`src/rtl/trace_line_formatter.sv`:
```
// ============================================================================
// Module   : trace_line_formatter
// Purpose  : Snapshots an instruction word and NUM_CH data channels on capture
//            and streams them as ASCII hex lines over valid/ready.
// Option   : define TRACE_OVERRUN_CNT_EN to count ignored captures and append
//            an "O:xx" line after the channel lines.
// Revision : 1.0
// ============================================================================
`default_nettype none

module trace_line_formatter #(
  parameter int          DATA_W   = 32,
  parameter int          NUM_CH   = 3,
  parameter logic [7:0]  EOL_BYTE = 8'h0A
) (
  input  logic                     clk,
  input  logic                     rst_n,
  input  logic                     capture,
  input  logic [31:0]              instruction,
  input  logic [NUM_CH*DATA_W-1:0] ch_data,
  output logic [7:0]               out_byte,
  output logic                     out_valid,
  input  logic                     out_ready,
  output logic                     line_start,
  output logic                     busy,
  output logic [7:0]               overrun_cnt
);

  localparam int ND = DATA_W / 4;
`ifdef TRACE_OVERRUN_CNT_EN
  localparam int LAST_LINE = NUM_CH + 1;
`else
  localparam int LAST_LINE = NUM_CH;
`endif

  typedef enum logic [2:0] {S_IDLE, S_LABEL, S_COLON, S_HEX, S_EOL} state_t;

  state_t                  state_q, state_d;
  logic [3:0]              line_q, line_d;
  logic [3:0]              dig_q, dig_d;
  logic [31:0]             instr_q;
  logic [DATA_W-1:0]       ch_q [NUM_CH];

  logic                    w_xfer;
  logic                    w_accept;
  logic                    w_is_instr;
  logic                    w_is_ovr;
  logic [3:0]              w_dig_top;
  logic [63:0]             w_val;
  logic [3:0]              w_nib;
  logic [7:0]              w_hex;
  logic [7:0]              w_label;

  assign busy       = (state_q != S_IDLE);
  assign out_valid  = busy;
  assign line_start = (state_q == S_LABEL);
  assign w_xfer     = out_valid & out_ready;
  assign w_accept   = capture & (state_q == S_IDLE);
  assign w_is_instr = (line_q == 4'd0);

`ifdef TRACE_OVERRUN_CNT_EN
  logic [7:0] cnt_q, cnt_d, ovsnap_q;

  assign w_is_ovr    = (line_q == 4'(NUM_CH + 1));
  assign overrun_cnt = cnt_q;

  // Clearing on the overrun line's EOL takes priority over a same-cycle increment.
  always_comb begin
    cnt_d = cnt_q;
    if (capture && busy && (cnt_q != 8'hFF)) cnt_d = cnt_q + 8'd1;
    if (w_xfer && (state_q == S_EOL) && w_is_ovr) cnt_d = 8'h00;
  end

  always_ff @(posedge clk) begin
    if (!rst_n) begin
      cnt_q    <= 8'h00;
      ovsnap_q <= 8'h00;
    end else begin
      cnt_q <= cnt_d;
      if (w_xfer && (state_q == S_EOL) && (line_q == 4'(NUM_CH))) ovsnap_q <= cnt_d;
    end
  end
`else
  assign w_is_ovr    = 1'b0;
  assign overrun_cnt = 8'h00;
`endif

  always_comb begin
    w_val = '0;
    if (w_is_instr) begin
      w_val[31:0] = instr_q;
    end else begin
      for (int k = 0; k < NUM_CH; k++) begin
        if (line_q == 4'(k + 1)) w_val[DATA_W-1:0] = ch_q[k];
      end
`ifdef TRACE_OVERRUN_CNT_EN
      if (w_is_ovr) w_val[7:0] = ovsnap_q;
`endif
    end
  end

  always_comb begin
    w_nib = 4'h0;
    for (int d = 0; d < 16; d++) begin
      if (dig_q == 4'(d)) w_nib = w_val[d*4 +: 4];
    end
  end

  assign w_hex   = (w_nib < 4'd10) ? (8'h30 + {4'h0, w_nib}) : (8'h37 + {4'h0, w_nib});
  // Channel k lives on line k+1, so its label '0'+k is 8'h2F plus the line index.
  assign w_label = w_is_instr ? 8'h49 : (w_is_ovr ? 8'h4F : (8'h2F + {4'h0, line_q}));

  always_comb begin
    if (w_is_instr)    w_dig_top = 4'd7;
    else if (w_is_ovr) w_dig_top = 4'd1;
    else               w_dig_top = 4'(ND - 1);
  end

  always_comb begin
    state_d  = state_q;
    line_d   = line_q;
    dig_d    = dig_q;
    out_byte = 8'h00;
    case (state_q)
      S_IDLE: begin
        if (capture) begin
          state_d = S_LABEL;
          line_d  = 4'd0;
        end
      end
      S_LABEL: begin
        out_byte = w_label;
        if (w_xfer) state_d = S_COLON;
      end
      S_COLON: begin
        out_byte = 8'h3A;
        if (w_xfer) begin
          state_d = S_HEX;
          dig_d   = w_dig_top;
        end
      end
      S_HEX: begin
        out_byte = w_hex;
        if (w_xfer) begin
          if (dig_q == 4'd0) state_d = S_EOL;
          else               dig_d   = dig_q - 4'd1;
        end
      end
      S_EOL: begin
        out_byte = EOL_BYTE;
        if (w_xfer) begin
          if (line_q == 4'(LAST_LINE)) begin
            state_d = S_IDLE;
          end else begin
            state_d = S_LABEL;
            line_d  = line_q + 4'd1;
          end
        end
      end
      default: state_d = S_IDLE;
    endcase
  end

  always_ff @(posedge clk) begin
    if (!rst_n) begin
      state_q <= S_IDLE;
      line_q  <= 4'd0;
      dig_q   <= 4'd0;
    end else begin
      state_q <= state_d;
      line_q  <= line_d;
      dig_q   <= dig_d;
    end
  end

  always_ff @(posedge clk) begin
    if (!rst_n) begin
      instr_q <= 32'h0;
      for (int k = 0; k < NUM_CH; k++) ch_q[k] <= '0;
    end else if (w_accept) begin
      instr_q <= instruction;
      for (int k = 0; k < NUM_CH; k++) ch_q[k] <= ch_data[k*DATA_W +: DATA_W];
    end
  end

endmodule

`default_nettype wire

```
`config.mk`:
```
export PLATFORM = sky130hd
export DESIGN_NAME = trace_line_formatter
export DESIGN_NICKNAME = d
export VERILOG_FILES = /design/src/rtl/trace_line_formatter.sv
export SDC_FILE = /design/constraint.sdc
export NUM_CORES = 1
export LEC_CHECK = 0
export ABC_CLOCK_PERIOD_IN_PS = 5500
export CAP_MARGIN = 20
export CORE_AREA = 4 4 86 169
export DETAILED_ROUTE_END_ITERATION = 10
export DIE_AREA = 0 0 90 173
export PLACE_DENSITY = 0.86
export REMOVE_ABC_BUFFERS = 1
export SKIP_CTS_REPAIR_TIMING = 1
export SYNTH_ARGS = -nofsm -noshare
export SYNTH_HDL_FRONTEND = slang
export SYNTH_SLANG_ARGS = --single-unit
```
`constraint.sdc`:
```
create_clock -name clk -period 5.5 [get_ports clk]
set_input_delay 0.55 -clock clk [delete_from_list [all_inputs] [get_ports clk]]
set_output_delay 0.55 -clock clk [all_outputs]
set_load 0.005 [all_outputs]
```
* Yosys cells after proc, flatten, opt, wreduce, memory -nomap -nowiden
Memories as Yosys holds them, arrays and structs flattened. Cells that the tools add are included.
Word-level totals: output and inout port bits 19, register bits 43, memories kept 1, input port bits 132, memory bits (writable) 96, logic and storage cells 101
Cells by class: $lt $le $gt $ge 1, reductions and logical operators 9, add/subtract/negate cells 5, muxes and demuxes 46, bitwise logic cells 5, eq/ne operators 30
Memory list:
- ch_q | words 3, width 32, read ports 3, clocked after Yosys merged registers in 0, write ports 3, line 42 | logic [DATA_W-1:0] ch_q [NUM_CH];
Operators by type and width (number):
- $mux W32 | 7
- $mux W4 | 22
- $eq A4 B4 Y1 const B | 8
- $pmux W7 S4 | 1
- $add A6 B4 Y7 const A | 3
- $mux W3 | 6
- $eq A4 B2 Y1 const B | 4
- $eq A4 B3 Y1 const B | 4
- $pmux W4 S2 | 2
- $pmux W3 S5 | 1
- $mux W7 | 2
- $ne A2 B2 Y1 const B | 7
- $eq A4 B1 Y1 const B | 2
- $logic_not A4 Y1 | 2
- $reduce_and A4 Y1 | 2
- $eq A3 B2 Y1 const B | 2
- $reduce_and A6 Y1 | 1
- $mux W1 | 5
- $add A4 B1 Y4 const B | 1
- $lt A4 B4 Y1 const B | 1
- $reduce_bool A2 Y1 | 2
- $sub A4 B1 Y4 const B | 1
- $eq A3 B1 Y1 const B | 1
- $eq A3 B3 Y1 const B | 1
- other kinds (5) | 8

* Depth between registers and ports, before layout
Gate-level depths: netlist of run 1.
word-level depth 24, depth in mapped cells 15, gate-level depth less buffers 12

* Least setup slack after synthesis of run 1
No wires, ideal clock.
kind register to register, start point register state_q[2], end point memory ch_q[0][0] (enable), arrival time 3148 ps, library setup time 451 ps, slack 1901 ps, stages on the path, launching flop included 8, buffers on the path 3, data required time 5049 ps, clock period less this slack 3599 ps, cells stage by stage dfxtp_1 > clkbuf_1 > nor3_1 > nand2_1 > and2_1 > clkbuf_1 > clkbuf_1 > inv_1
RTL lines:
- from (decl) | line 38 | state_t state_q, state_d;
- from (signal assigned) | line 170 | state_q <= state_d;
- to (decl) | line 42

* Worst setup path after layout of run 1
start point register line_q[0], end point output out_byte[4]
On the way: cells in the longest elaborated chain, start to end 24, elaborated cells on any way between the ends 31, those cells by class add/sub (3); order compare (1); eq/ne (3); mux (23); reduce/logical (1)
RTL lines:
- from (decl) | line 39 | logic [3:0] line_q, line_d;
- from (signal assigned) | line 171 | line_q <= line_d;
- $eq A4 B1 Y1 | line 94 | if (line_q == 4'(k + 1)) w_val[DATA_W-1:0] = ch_q[k];
- $mux W32 (3 in series) | line 94
- $mux W32 | line 90 | if (w_is_instr) begin
- $mux W4 (16 in series) | line 105 | if (dig_q == 4'(d)) w_nib = w_val[d*4 +: 4];
- $add A6 B4 Y7 or $lt A4 B4 Y1 (tied branches) | line 109 | assign w_hex = (w_nib < 4'd10) ? (8'h30 + {4'h0, w_nib}) : (8'h37 + {4'h0, w_nib});
- $mux W7 | line 109
- $pmux W7 S4 * | line 124 | case (state_q)
- to (decl) | line 21 | output logic [7:0] out_byte,
Mark *: on every way between the ends. The rest lies on a longest branch, timed or not.

==> flow_metrics.py, run 1 <==
metrics = {
    "status": {
        "run_status": "complete, no violations",
    },
    "global_routing": {
        "use_met1_pct": 29.3,
        "first_global_vias": 5871,
        "use_met3_pct": 5.62,
        "grt_antenna_before_repair": 0,
        "grt_first_pass_wirelength_um": 30600,
        "grt.met2_usage_pct": 42.5,
        "grt_use_total_pct": 24.8,
        "grt_max_degree": 70,
        "global_route.peak_usage_layer": "met2",
        "global_route.overflow_total": 0,
    },
    "sta": {
        "min_period_over_period_pct": 88.8,
        "fmaxAchievable_ghz": 0.205,
        "period_minus_slack_ns": 4.88,
        "setup-violations-final": 0,
        "drv_slew": 0,
        "timing_hold_violations_final": 0,
        "finalWorstSetupSlack_ns": 0.618,
        "post_route_setup_tns_ns": 0,
        "fin_worst_skew_ns": 0.00888,
        "max_slew_margin_pct": 34.7,
        "holdWs_ns": 0.482,
        "rsz0062_at_grt": "no",
        "worstMarginPinSlew_ns": 0.975,
    },
    "route": {
        "dr_total_vias": 5715,
        "avgRoutedWirePerCell_um": 20.0,
        "remaining_drc_errors": 0,
        "antenna_left": 0,
        "finalWirelength_um": 19400,
        "vias_per_cell": 5.90,
        "drtIter0Drc": 452,
        "drt-pass1-iter-count": 4,
    },
    "pwr": {
        "share_comb_of_total_power_pct": 20.5,
        "power_leakage_nw": 3.51,
        "power_frac_seq_pct": 44.8,
        "p_per_area_nw_per_um2": 352,
        "netSwitchingFraction_pct": 29.8,
        "power.switching_mw": 0.960,
        "p_int_mw": 2.27,
        "total_power_mw": 3.23,
        "power.ir.vdd_worst_uv": 350,
        "clock_power_share_pct": 34.7,
    },
    "run": {
        "drv.max_cap_violation_count": 0,
    },
    "synthesis": {
        "synthesis.instances": 684,
        "synth-seq-area-share_pct": 52.3,
        "edff_count_synth": 96,
        "synthArstFlopShare_pct": 0,
        "ys_dominant_reg_cell": "sky130_fd_sc_hd__edfxtp_1",
        "yosysWarnings": 0,
        "syn_area_um2": 7150,
        "postSynthRegisterBits": 139,
        "synth_area_per_cell_um2": 10.5,
        "synth_largest_type_area_fraction_pct": 40.3,
        "synth_common_cells": "sky130_fd_sc_hd__and2_1 (102), sky130_fd_sc_hd__edfxtp_1 (96), sky130_fd_sc_hd__nand2_1 (72)",
        "synthMostInstantiatedCell": "sky130_fd_sc_hd__and2_1",
        "synth_area_leader_cell": "sky130_fd_sc_hd__edfxtp_1",
        "yosysUniqueCellTypes": 75,
        "netlist_top_cells_area": "sky130_fd_sc_hd__edfxtp_1 (40%), sky130_fd_sc_hd__dfxtp_1 (12%), sky130_fd_sc_hd__and2_1 (8.9%), sky130_fd_sc_hd__a22o_1 (4.2%), sky130_fd_sc_hd__nand2_1 (3.8%)",
    },
    "floorplan": {
        "fp.dieW_um": 90,
        "coreArea_um2": 13300,
        "floorplan.die_area_um2": 15600,
        "io-pin-count": 151,
        "chipHeight_um": 173,
        "rows": 60,
        "floorplan.initialDensity_pct": 53.8,
    },
    "clock_network": {
        "tritoncts_num_sinks": 139,
        "cts_tree": "built",
        "clk_transition_reported_paths_ns": 0.06,
        "clkLatencyLatePin_ns": 0.43,
        "cts_made_buffers": 17,
        "clock_tree.buffer_depth": 2,
        "h-tree-depth": 4,
        "clock_root_buffer": "sky130_fd_sc_hd__clkbuf_16",
    },
    "place": {
        "place_worst_setup_slack_ns": 1.12,
        "place.gp.congestion": 0.937,
        "buffer_ports.inserted": 141,
        "placedInstanceArea_um2": 8600,
        "hpwlAfterDp_um": 13400,
    },
    "setup_path": {
        "critical_path_class": "reg -> out",
        "timing.critical_path.fanout_max": 12,
        "start_kind": "flip-flop",
        "worst_ep_required_time_ns": 4.95,
        "critical_path_arrival_ns": 4.33,
        "timing.critical_path.to_type": "output pin",
    },
    "final_layout": {
        "multi_input_combinational_cell_area_um2": 3070,
        "areaGrowthSynthToFinish_pct": 28.3,
        "post_route_cells_drive_above_1_share_pct": 8.12,
        "antennaDiodeCount": 0,
        "final_net_count": 943,
        "num-fill-cells": 1007,
        "seqCellArea_um2": 3740,
        "post-route-cell-area_um2": 9170,
    },
    "hold_path": {
        "worst_hold_path_type": "reg -> reg",
    },
}
-- path summary, 6_finish.rpt --
kind | depth (start not counted) | slack, ns | startpoint | endpoint
max reg2reg | 9 | 3.04 | dig_q[0] | dig_q[3]
min | 1 | 0.48 | instr_q[18] | instr_q[18]
max | 12 | 0.62 | line_q[0] | out_byte[4]
min reg2reg | 1 | 0.48 | instr_q[18] | instr_q[18]
-- final cells by class --
class	instances	share of cell area, %
tap	155	2.11
multi-input combinational	474	33.5
sequential	139	40.8
clock buffer	17	4.64
inverter	16	0.668
timing repair buffer	152	16.7
clock inverter	15	1.61
-- registers in the layout, indices dropped and copies added, names as in the netlist --
name     flops
ch_q        96
dig_q        4
instr_q     32
line_q       4
state_q      3
-- placed cells by master, fill, tap and decap left out, types with 11 or more instances in the layout --
cell type                           n
sky130_fd_sc_hd__nor2_1            18
sky130_fd_sc_hd__clkdlybuf4s50_1  141
sky130_fd_sc_hd__nand2_1           72
sky130_fd_sc_hd__dfxtp_1           43
sky130_fd_sc_hd__a22o_1            34
sky130_fd_sc_hd__nand3_1           14
sky130_fd_sc_hd__edfxtp_1          96
sky130_fd_sc_hd__clkbuf_16         17
sky130_fd_sc_hd__o22ai_1           11
sky130_fd_sc_hd__o21ai_0           30
sky130_fd_sc_hd__inv_1             14
sky130_fd_sc_hd__and2_1           102
sky130_fd_sc_hd__a21oi_1           33
sky130_fd_sc_hd__nand3b_1          11
-- critical path: stages, from the launching register on --
cell and delay (ns):
sky130_fd_sc_hd__dfxtp_1 0.47, sky130_fd_sc_hd__inv_1 0.15, sky130_fd_sc_hd__ha_1 0.23, sky130_fd_sc_hd__nor2_1 0.74
sky130_fd_sc_hd__o211ai_1 0.17, sky130_fd_sc_hd__and4b_1 0.26, sky130_fd_sc_hd__o31ai_1 0.41, sky130_fd_sc_hd__a21oi_1 0.21
sky130_fd_sc_hd__nand2_1 0.15, sky130_fd_sc_hd__ha_1 0.20, sky130_fd_sc_hd__o21ai_1 0.11, sky130_fd_sc_hd__a311oi_1 0.26
sky130_fd_sc_hd__clkdlybuf4s50_1 0.54
-- cell families (layout without fill, tap and decap cells) --
family / count (synthesis) / count (layout) / synth area share, %
xor+xnor: 2 / 2 / 0.245
flops: 139 / 139 / 52.3
other cells: 1 / 9 / 0.0524
buf+inv: 79 / 200 / 5.21
simple gates: 262 / 262 / 20.3
fa+ha+maj: 11 / 11 / 1.92
mux: 2 / 2 / 0.297
compound gates: 188 / 188 / 19.6
-- power by group through the flow --
stage	Clock [mW]	Sequential [mW]	Combinational, mW
2_1_floorplan	0	1.43	0.378
3_3_place_gp	0	1.46	0.634
3_5_place_dp	0	1.46	0.657
4_1_cts	1.13	1.45	0.664
5_1_grt	1.17	1.46	0.723
6_report	1.12	1.45	0.662
-- layer usage --
layer | up-vias | wire length [um]
li1 | 2724 | -
met1 | 2695 | 7560
met2 | 250 | 9960
met3 | 46 | 1190
met4 | 0 | 652
met5 | - | 0
-- per-stage QoR --
step	std cells	utilization [%]
after floorplan	629	-
after global placement	935	64.6
after detailed placement	936	64.7
after CTS	968	69.0
after global routing	968	69.0
final	968	69.0
No activity file was read; power rests on OpenSTA's default activity.
==> run 2: changes to the inputs <==
--- a/config.mk
+++ b/config.mk
@@ -12,7 +12,6 @@
 export DIE_AREA = 0 0 90 173
 export PLACE_DENSITY = 0.86
 export REMOVE_ABC_BUFFERS = 1
-export SKIP_CTS_REPAIR_TIMING = 1
 export SYNTH_ARGS = -nofsm -noshare
 export SYNTH_HDL_FRONTEND = slang
 export SYNTH_SLANG_ARGS = --single-unit
==> results of run 2 <==
No change in the layout: final DEF, timing and power equal those of run 1.
